==> src/rtl/clock_pkg.sv <==
// Shared timekeeping constants: field ranges and widths for the clock, alarm and display blocks.
package clock_pkg;

  localparam int SEC_W  = 6;
  localparam int MIN_W  = 6;
  localparam int HOUR_W = 5;
  localparam int H12_W  = 4;

  localparam int SEC_MAX  = 59;
  localparam int MIN_MAX  = 59;
  localparam int HOUR_MAX = 23;

endpackage

==> src/rtl/mod_counter.sv <==
// Modulo-(MAX+1) up-counter with synchronous clear; wrap flags the increment that returns q to zero.
module mod_counter #(
  parameter int MAX = 59,
  parameter int W   = 6
) (
  input  logic         clk,
  input  logic         clr,
  input  logic         inc,
  output logic [W-1:0] q,
  output logic         wrap
);

  localparam logic [W-1:0] MAX_Q = W'(MAX);

  assign wrap = inc && (q == MAX_Q);

  always_ff @(posedge clk) begin
    if (clr) begin
      q <= '0;
    end else if (inc) begin
      q <= wrap ? '0 : q + W'(1);
    end
  end

endmodule

==> src/rtl/time_counter.sv <==
// 24-hour timekeeper with per-field time setting, 12-hour view, minute carry pulse and hourly chime.
module time_counter
  import clock_pkg::*;
#(
  parameter int CHIME_LEN = 5,
  parameter int CHIME_EN  = 1
) (
  input  logic              CP_1Hz,
  input  logic              CR,
  input  logic              time_active,
  input  logic              set_hour,
  input  logic              set_minute,
  input  logic              set_second,
  output logic [HOUR_W-1:0] hours_24,
  output logic [MIN_W-1:0]  minutes,
  output logic [SEC_W-1:0]  seconds,
  output logic [H12_W-1:0]  hours_12,
  output logic              pm,
  output logic              min_carry,
  output logic              chime
);

  localparam logic [SEC_W-1:0]  SEC_LIM  = SEC_W'(SEC_MAX);
  localparam logic [MIN_W-1:0]  MIN_LIM  = MIN_W'(MIN_MAX);
  localparam logic [HOUR_W-1:0] HOUR_LIM = HOUR_W'(HOUR_MAX);
  localparam logic [HOUR_W-1:0] NOON     = HOUR_W'(12);

  logic run;
  logic sec_inc, min_inc, hour_inc;
  logic sec_wrap, min_wrap, hour_wrap;
  logic sec_clr, min_clr, hour_clr;
  logic chime_trig;

  assign run = ~time_active;

  // In run mode carries ripple through the wraps; in set mode each button drives only its own field.
  assign sec_inc  = run | set_second;
  assign min_inc  = run ? sec_wrap : set_minute;
  assign hour_inc = run ? min_wrap : set_hour;

  // A field holding an illegal value is forced back to zero on the next edge.
  assign sec_clr  = CR | (seconds  > SEC_LIM);
  assign min_clr  = CR | (minutes  > MIN_LIM);
  assign hour_clr = CR | (hours_24 > HOUR_LIM);

  mod_counter #(.MAX(SEC_MAX), .W(SEC_W)) u_sec (
    .clk  (CP_1Hz),
    .clr  (sec_clr),
    .inc  (sec_inc),
    .q    (seconds),
    .wrap (sec_wrap)
  );

  mod_counter #(.MAX(MIN_MAX), .W(MIN_W)) u_min (
    .clk  (CP_1Hz),
    .clr  (min_clr),
    .inc  (min_inc),
    .q    (minutes),
    .wrap (min_wrap)
  );

  mod_counter #(.MAX(HOUR_MAX), .W(HOUR_W)) u_hour (
    .clk  (CP_1Hz),
    .clr  (hour_clr),
    .inc  (hour_inc),
    .q    (hours_24),
    .wrap (hour_wrap)
  );

  always_ff @(posedge CP_1Hz) begin
    if (CR) begin
      min_carry <= 1'b0;
    end else begin
      min_carry <= run & sec_wrap;
    end
  end

  always_comb begin
    hours_12 = hours_24[H12_W-1:0];
    if (hours_24 == '0) begin
      hours_12 = H12_W'(12);
    end else if (hours_24 > NOON) begin
      hours_12 = H12_W'(hours_24 - NOON);
    end
    pm = (hours_24 >= NOON);
  end

  // Only a counted xx:59:59 -> xx:00:00 edge triggers; hand-set 00:00 never does.
  assign chime_trig = run & min_wrap;

  generate
    if (CHIME_EN != 0) begin : g_chime
      localparam logic [3:0] CHIME_RELOAD = 4'(CHIME_LEN - 1);
      logic [3:0] chime_cnt;

      always_ff @(posedge CP_1Hz) begin
        if (CR || time_active) begin
          chime     <= 1'b0;
          chime_cnt <= '0;
        end else if (chime_trig) begin
          chime     <= 1'b1;
          chime_cnt <= CHIME_RELOAD;
        end else if (chime) begin
          if (chime_cnt != '0) begin
            chime_cnt <= chime_cnt - 4'd1;
          end else begin
            chime <= 1'b0;
          end
        end
      end
    end else begin : g_no_chime
      assign chime = 1'b0;
    end
  endgenerate

endmodule

==> config.mk <==
export PLATFORM = sky130hd
export DESIGN_NAME = time_counter
export DESIGN_NICKNAME = d
export VERILOG_FILES = /design/src/rtl/clock_pkg.sv /design/src/rtl/mod_counter.sv /design/src/rtl/time_counter.sv
export SDC_FILE = /design/constraint.sdc
export NUM_CORES = 1
export LEC_CHECK = 0
export ABC_AREA = 1
export CAP_MARGIN = 20
export CORE_MARGIN = 2
export CORE_UTILIZATION = 46
export CTS_CLUSTER_SIZE = 16
export DETAILED_ROUTE_END_ITERATION = 6
export PLACE_DENSITY = 0.71
export REMOVE_ABC_BUFFERS = 1
export SETUP_SLACK_MARGIN = 0.02
export SYNTH_ARGS = -nofsm -noshare
export SYNTH_HDL_FRONTEND = slang
export SYNTH_SLANG_ARGS = --single-unit
==> constraint.sdc <==
create_clock -name CP_1Hz -period 1.8 [get_ports CP_1Hz]
set_input_delay 0.27 -clock CP_1Hz [delete_from_list [all_inputs] [get_ports CP_1Hz]]
set_output_delay 0.27 -clock CP_1Hz [all_outputs]
set_load 0.05 [all_outputs]
==> metrics.log, run 1 <==
INFO  metric grt_start_max_net_pins = 14
INFO  metric critical_path_class = flop to primary output
INFO  metric combinational_family_with_the_most_area_after_synthesis = simple AND/OR/NAND/NOR gates
INFO  metric die_w = roughly 60 µm
INFO  metric failed_checks = negative setup slack
INFO  metric proportion_of_netlist_area_held_by_the_largest_area_contributor = 0.340
INFO  metric detailedRoute.firstIterationViolations = 26
INFO  metric synth-seq-cells = 23
INFO  metric diodes = 0
INFO  metric number_of_antenna_violations_at_the_first_check_in_global_routing = 0
INFO  metric timing.clock.skew = between 0.006 and 0.007 ns
INFO  metric synth_seq_area_share = 0.340
INFO  metric clockPowerShare = 0.240
INFO  metric post_synth_top_cells = sky130_fd_sc_hd__inv_1 (28), sky130_fd_sc_hd__nand3_1 (28), sky130_fd_sc_hd__nand2_1 (24)
INFO  metric final_cycle_utilization_of_the_critical_path = 1.00
INFO  metric max_clock_buf_depth = 2
INFO  metric grt_pass1_vias = around 1300
INFO  metric cap_violations = 0
INFO  metric drive_above_1_share = 0.284
INFO  metric finalMaxSlewViolations = 0
INFO  metric nNetsFinal = between 200 and 250
INFO  metric synth-compound-area-share = 0.118
INFO  metric clk_pin_slew_worst_paths = roughly 0.13 ns
INFO  metric route.detailed.drc = 0
INFO  metric power-per-cell-area = between 500 and 600 mW/mm²
INFO  metric place.gp.congestion = 0.824
INFO  metric synth.area.mux_share = 0.00831
INFO  metric hold_slack = ~0.48 ns
INFO  metric syn-cell-area = about 0.0014 mm²
INFO  metric die-height = between 50 and 60 µm
INFO  metric floorplan.initialDensity = 0.487
INFO  metric maxSlewHeadroom = 0.660
INFO  metric worst_ep_required_time = roughly 1.5 ns
INFO  metric power_switching_share = 0.316
INFO  metric rsz_0062_raised_after_global_routing = yes
INFO  metric detailedRoute.firstPassIterationCount = 4
INFO  metric seqPwrFrac = 0.523
INFO  metric report.final.setup_viol = 1
INFO  metric timing.final.crit_period = 1.80 ns
INFO  metric ys.flop_type = sky130_fd_sc_hd__dfxtp_1
INFO  metric synth_xor_xnor_area_share = 0.0452
INFO  metric finalWirelength = 3090 µm
INFO  metric synth_edf_count = 0
INFO  metric timing.critical_path.fanout_max = 2
INFO  metric post-synth-top-area-cell = sky130_fd_sc_hd__dfxtp_1
INFO  metric post_synth_and_or_nand_nor_area_fraction = 0.325
INFO  metric worstMarginPinSlew = between 0.5 and 0.6 ns
INFO  metric synthArstFlopShare = 0
INFO  metric detail_route.wl_per_cell = approximately 12 µm
INFO  metric fin_setup_tns = -0.00108 ns
INFO  metric antenna_left = 0
INFO  metric crit_arrival = between 1.5 and 2 ns
INFO  metric dpl.hpwl = ~2300 µm
INFO  metric synth.yosys.warnings = 0
INFO  metric worstSetupEndpointType = primary output
INFO  metric via_density_per_instance = roughly 5.3
INFO  metric timing.critical_path.from_type = flop
INFO  metric timing.final.hold_violations = 0
INFO  metric clkLatencyLatePin = between 0.3 and 0.4 ns
INFO  metric synthCells = 182
INFO  metric place.port_buffers = 29
INFO  metric synthesis.area_per_instance = between 7 and 8 µm²
INFO  metric worst_hold_path_type = flop to flop
INFO  metric synth_cell_type_count = 25
INFO  metric design.die.area = 0.00340 mm²
INFO  metric core_area = 0.00278 mm²
INFO  metric post_synth_fa_ha_maj_area_fraction = 0.0831
INFO  metric power.share.combinational = 0.237
INFO  metric top_level_ports = 30
INFO  metric global_route.overflow_total = 0
INFO  metric total_switching_power = around 0.32 mW
INFO  metric p_int = about 0.70 mW
INFO  metric ir_worst_vdd = 0.000428 V
INFO  metric clock_tree_from_tritoncts = yes
INFO  metric cts_inserted_buffers = 3
INFO  metric power_leakage = approximately 0.83 nW
INFO  metric num_vias = between 1000 and 1500
INFO  metric cts.htree.levels = 1
INFO  metric placement_rows = 19
INFO  metric post-route-worst-setup-slack = -0.00108 ns
INFO  metric status = complete, but fails checks
INFO  metric ys_top_cells_by_area = sky130_fd_sc_hd__dfxtp_1 (34%), sky130_fd_sc_hd__nand3_1 (10%), sky130_fd_sc_hd__ha_1 (8.3%)
INFO  metric maxClockFrequency = between 500 and 600 MHz
INFO  metric flow.area_growth_from_synthesis = 36.3%
INFO  metric track_usage = 0.206
INFO  metric clock_sinks = 23
INFO  metric cts_root_buffer = sky130_fd_sc_hd__clkbuf_4
INFO  metric wire_length_of_the_first_global_routing_pass = around 5400 µm
## logic make-up (layout without fill, tap and decap cells)
logic type	after synthesis	count (layout)
simple gates	84	84
compound gates	29	29
flops	23	23
mux	1	1
xor+xnor	7	7
fa+ha+maj	9	9
buf+inv	29	72
## worst max-delay path, cell delays in order, from the launching register on
cell	delay [ns]
sky130_fd_sc_hd__dfxtp_2	0.35
sky130_fd_sc_hd__inv_2	0.08
sky130_fd_sc_hd__ha_4	0.13
sky130_fd_sc_hd__nand3_2	0.08
sky130_fd_sc_hd__buf_4	0.13
sky130_fd_sc_hd__buf_4	0.12
sky130_fd_sc_hd__o211ai_1	0.14
sky130_fd_sc_hd__buf_12	0.18
## through the flow
| stage | instances | power (mW) | utilization | worst slack [ns] | instance area (µm²) |
|---|---|---|---|---|---|
| floorplan | 182 | 0.685 | - | -0.758 | 1360 |
| global placement | 246 | 0.769 | 0.619 | 0.131 | 1720 |
| detailed placement | 246 | 0.772 | 0.619 | 0.0782 | 1720 |
| CTS | 254 | 1.04 | 0.660 | -0.0267 | 1840 |
| global route | 256 | 1.08 | 0.664 | -0.0962 | 1850 |
| finish | 256 | 1.02 | 0.664 | -0.00108 | 1850 |
## path summary, 6_finish.rpt
check	startpoint	slack, ns	cells past startpoint	end
max	u_hour.q[0]$_SDFFE_PP0N_	-0.001	7	pm
min	g_chime.chime_cnt[2]$_SDFFE_PP0P_	0.48	2	g_chime.chime_cnt[2]$_SDFFE_PP0P_
max reg2reg	u_min.q[0]$_SDFFE_PP0N_	0.23	7	u_hour.q[0]$_SDFFE_PP0N_
min reg2reg	g_chime.chime_cnt[2]$_SDFFE_PP0P_	0.48	2	g_chime.chime_cnt[2]$_SDFFE_PP0P_
## cell type report
| cell class | instances | area, µm² |
|---|---|---|
| Multi-Input combinational cell | 130 | 821 |
| Clock inverter | 1 | 5.00 |
| Timing Repair Buffer | 39 | 377 |
| Fill cell | 218 | 935 |
| Clock buffer | 3 | 22.5 |
| Inverter | 29 | 111 |
| Tap cell | 31 | 38.8 |
| Sequential cell | 23 | 472 |
## layer usage
metal	up-vias	GRT usage	wire length (µm)
met1	602	0.236	1380
met3	6	0.0313	140
met4	0	0.0963	48
met5	-	0	0
li1	692	-	-
met2	44	0.372	1520
## registers in the layout, summed over array words and instances (netlist names)
register and flops:
g_chime.chime_cnt 4, chime 1, u_hour.q 5, min_carry 1, u_sec.q 6, u_min.q 6
## power groups by stage
stage	Combinational, mW	Sequential (mW)	Clock [mW]
4_1_cts	0.247	0.538	0.255
3_5_place_dp	0.223	0.549	0
6_report	0.242	0.536	0.246
3_3_place_gp	0.221	0.548	0
5_1_grt	0.260	0.539	0.285
2_1_floorplan	0.0918	0.593	0
## cells in the final DEF (no fill, tap or decap), types with 2 or more instances in the layout
cell	synthesis	final
sky130_fd_sc_hd__buf_4	0	27
sky130_fd_sc_hd__buf_12	0	4
sky130_fd_sc_hd__nand2_4	5	5
sky130_fd_sc_hd__o21ai_0	4	2
sky130_fd_sc_hd__inv_1	28	21
sky130_fd_sc_hd__xnor2_1	2	2
sky130_fd_sc_hd__ha_1	9	7
sky130_fd_sc_hd__dfxtp_4	0	2
sky130_fd_sc_hd__clkdlybuf4s50_1	0	6
sky130_fd_sc_hd__nand4_1	3	3
sky130_fd_sc_hd__nand3_1	28	26
sky130_fd_sc_hd__o21ai_1	1	3
sky130_fd_sc_hd__o211ai_1	2	2
sky130_fd_sc_hd__a21oi_1	17	17
sky130_fd_sc_hd__nor2_1	17	17
sky130_fd_sc_hd__xor2_1	5	5
sky130_fd_sc_hd__a31oi_1	3	3
sky130_fd_sc_hd__nand2_1	24	24
sky130_fd_sc_hd__dfxtp_1	23	18
sky130_fd_sc_hd__nor2_4	2	2
sky130_fd_sc_hd__inv_2	0	6
sky130_fd_sc_hd__dfxtp_2	0	3
sky130_fd_sc_hd__clkbuf_4	0	3
sky130_fd_sc_hd__nand3_2	1	3
sky130_fd_sc_hd__ha_4	0	2
## timing repair
item | 4_1_cts | 5_1_grt
pin swaps | 3 | 1
hold buffers | 0 | 0
buffers inserted | 4 | 2
gates resized for setup | 22 | 4
setup endpoints to repair | 5 | 4
Power figures use the tool's default switching activity.
==> run 2: changes to the inputs <==
- CORE_ASPECT_RATIO: unset -> 1.5
- SLEW_MARGIN: unset -> 20
==> run 2 against run 1 <==
Compared with the run above:
- the run now ends clean
- maximum frequency up 2.9%
- first-iteration DRC count rose by 54%
- clock power up 26%
- clock skew fell by 0.0047 ns
- wire length up 13%
- largest cell class unchanged
- largest power group unchanged
- highest routed layer unchanged
==> metrics.log, run 2 (synthesized netlist as in run 1, its figures left out) <==
INFO  metric groute.layer.met3.usage = 0.0299
INFO  metric num_vias = 1370
INFO  metric power-per-cell-area = roughly 570 mW/mm²
INFO  metric timing.clock.skew = ~0.0018 ns
INFO  metric flow.area_growth_from_synthesis = 40.4%
INFO  metric global_route.overflow_total = 0
INFO  metric cts.htree.levels = 1
INFO  metric finalMaxSlewViolations = 0
INFO  metric fillerInstances = around 240
INFO  metric worst_ep_required_time = roughly 1.5 ns
INFO  metric final_common_cell = sky130_fd_sc_hd__buf_4
INFO  metric top_level_ports = 30
INFO  metric max_stage_delay = about 0.38 ns
INFO  metric timing.final.crit_period = ~1.8 ns
INFO  metric grt_start_max_net_pins = 14
INFO  metric gr-usage-met2 = 0.451
INFO  metric timing.final.hold_violations = 0
INFO  metric maxClockFrequency = 571 MHz
INFO  metric design.die.area = approximately 0.0034 mm²
INFO  metric cp.buffers_inverters = 3
INFO  metric drive_above_1_share = 0.300
INFO  metric grt_pass1_vias = 1376
INFO  metric timing.critical_path.cells = inv_2 > ha_1 > nand3_1 > inv_2 > a21oi_2 > o21ai_2 > buf_12
INFO  metric die_w = slightly below 50 µm
INFO  metric dpl.hpwl = between 2000 and 3000 µm
INFO  metric final_cycle_utilization_of_the_critical_path = 0.972
INFO  metric rsz_0062_raised_after_global_routing = yes
INFO  metric timing.critical_path.from_type = flop
INFO  metric layout.cells.most_common_list = sky130_fd_sc_hd__buf_4 (30), sky130_fd_sc_hd__nand3_1 (27), sky130_fd_sc_hd__nand2_1 (23)
INFO  metric dpl-instance-area = 0.00174 mm²
INFO  metric crit_arrival = 1.48 ns
INFO  metric placement_rows = 24
INFO  metric worst_hold_path_type = flop to flop
INFO  metric clock_tree_from_tritoncts = yes
INFO  metric cts_inserted_buffers = 3
INFO  metric place.gp.congestion = ~0.80
INFO  metric via_density_per_instance = about 5
INFO  metric clock_sinks = 23
INFO  metric worstSetupEndpointType = primary output
INFO  metric nNetsFinal = roughly 240
INFO  metric crit_path_frequent_cell = sky130_fd_sc_hd__inv_2
INFO  metric antenna_left = 0
INFO  metric detail_route.wl_per_cell = around 13 µm
INFO  metric clkLatencyLatePin = between 0.2 and 0.3 ns
INFO  metric core_area = about 0.0029 mm²
INFO  metric finalWirelength = 3490 µm
INFO  metric route.detailed.drc = 0
INFO  metric status = complete, no violations
INFO  metric busiest_layer = met2
INFO  metric cts_root_buffer = sky130_fd_sc_hd__clkbuf_8
INFO  metric layout.cell_area.non_filler = between 0.0015 and 0.002 mm²
INFO  metric final_core_util = 0.667
INFO  metric clk_pin_slew_worst_paths = roughly 0.08 ns
INFO  metric detailedRoute.firstPassIterationCount = 4
INFO  metric globalRouteMet1Util = 0.195
INFO  metric path_delay_family = flip-flops
INFO  metric wire_length_of_the_first_global_routing_pass = ~5800 µm
INFO  metric biggestRegsByFlops = u_min.q x6, u_sec.q x6, u_hour.q x5
INFO  metric max_clock_buf_depth = 2
INFO  metric worstMarginPinSlew = between 0.4 and 0.5 ns
INFO  metric cap_violations = 0
INFO  metric die-height = 70.5 µm
INFO  metric detailedRoute.firstIterationViolations = 40
INFO  metric diodes = 0
INFO  metric report.final.setup_viol = 0
INFO  metric ir_worst_vdd = between 0.0005 and 0.0006 V
INFO  metric number_of_antenna_violations_at_the_first_check_in_global_routing = 0
INFO  metric cpMaxStageDelayCell = sky130_fd_sc_hd__dfxtp_4
INFO  metric place.port_buffers = 29
INFO  metric track_usage = 0.215
INFO  metric maxSlewHeadroom = 0.672
INFO  metric floorplan.initialDensity = 0.475
INFO  metric timing.critical_path.fanout_max = 5
INFO  metric critical_path_class = flop to primary output
INFO  metric power_leakage = roughly 0.84 nW
run 2: through the flow:
step / std cells / setup slack [ns] / TNS, ns / total power [mW] / hold slack [ns]
floorplan: 182 / -0.758 / -2.21 / 0.685 / 0.342
global placement: 256 / 0.112 / 0 / 0.773 / 0.452
detailed placement: 256 / 0.0633 / 0 / 0.776 / 0.469
CTS: 262 / 0.0426 / 0 / 1.09 / 0.479
global route: 266 / -0.0134 / -0.0247 / 1.13 / 0.489
finish: 266 / 0.0499 / 0 / 1.09 / 0.476
run 2: area by class of cell:
class	instances	area [µm²]	share of cell area
flip-flops and latches	23	470	0.247
repair buffers	41	390	0.205
well taps	39	48.8	0.0257
inverters	29	109	0.0572
multi-input cells	130	837	0.440
clock inverters	1	5.00	0.00263
clock buffers	3	41.3	0.0217
run 2: worst paths after layout:
kind                                     startpoint                           endpoint  slack [ns]  cells after the start
hold / removal    g_chime.chime_cnt[2]$_SDFFE_PP0P_  g_chime.chime_cnt[2]$_SDFFE_PP0P_        0.48                      2
hold reg to reg   g_chime.chime_cnt[2]$_SDFFE_PP0P_  g_chime.chime_cnt[2]$_SDFFE_PP0P_        0.48                      2
setup reg to reg            u_min.q[0]$_SDFFE_PP0N_           u_hour.q[2]$_SDFFE_PP0N_        0.23                      7
setup / recovery           u_hour.q[2]$_SDFFE_PP0N_                        hours_12[2]        0.05                      7
run 2: report_power, final:
group / internal [mW] / switching, mW / total, mW / leakage [nW]
Combinational: 0.0964 / 0.146 / 0.242 / 0.627
Clock: 0.154 / 0.156 / 0.310 / 0.0255
Sequential: 0.519 / 0.0159 / 0.535 / 0.189
Total: 0.770 / 0.318 / 1.09 / 0.842
run 2: worst reg2reg max path: cells and delay by family, from the launching register on:
kind | cells | cell delay (ns)
simple gates | 5 | 0.65
flops | 1 | 0.44
fa+ha+maj | 1 | 0.25
compound gates | 1 | 0.15
run 2: timing repair:
action                                  4_1_cts  5_1_grt
hold buffers                                  0        0
gates resized for setup                      15       11
setup buffers                                 2        4
pin swaps                                     3        2
endpoints found under the setup margin        4        4
endpoints found under the hold margin         0        0
run 2: metal layers:
layer | up-vias | routed length [µm]
met1 | 621 | 1180
met2 | 50 | 2040
met4 | 0 | 121
li1 | 691 | -
met5 | - | 0
met3 | 8 | 148
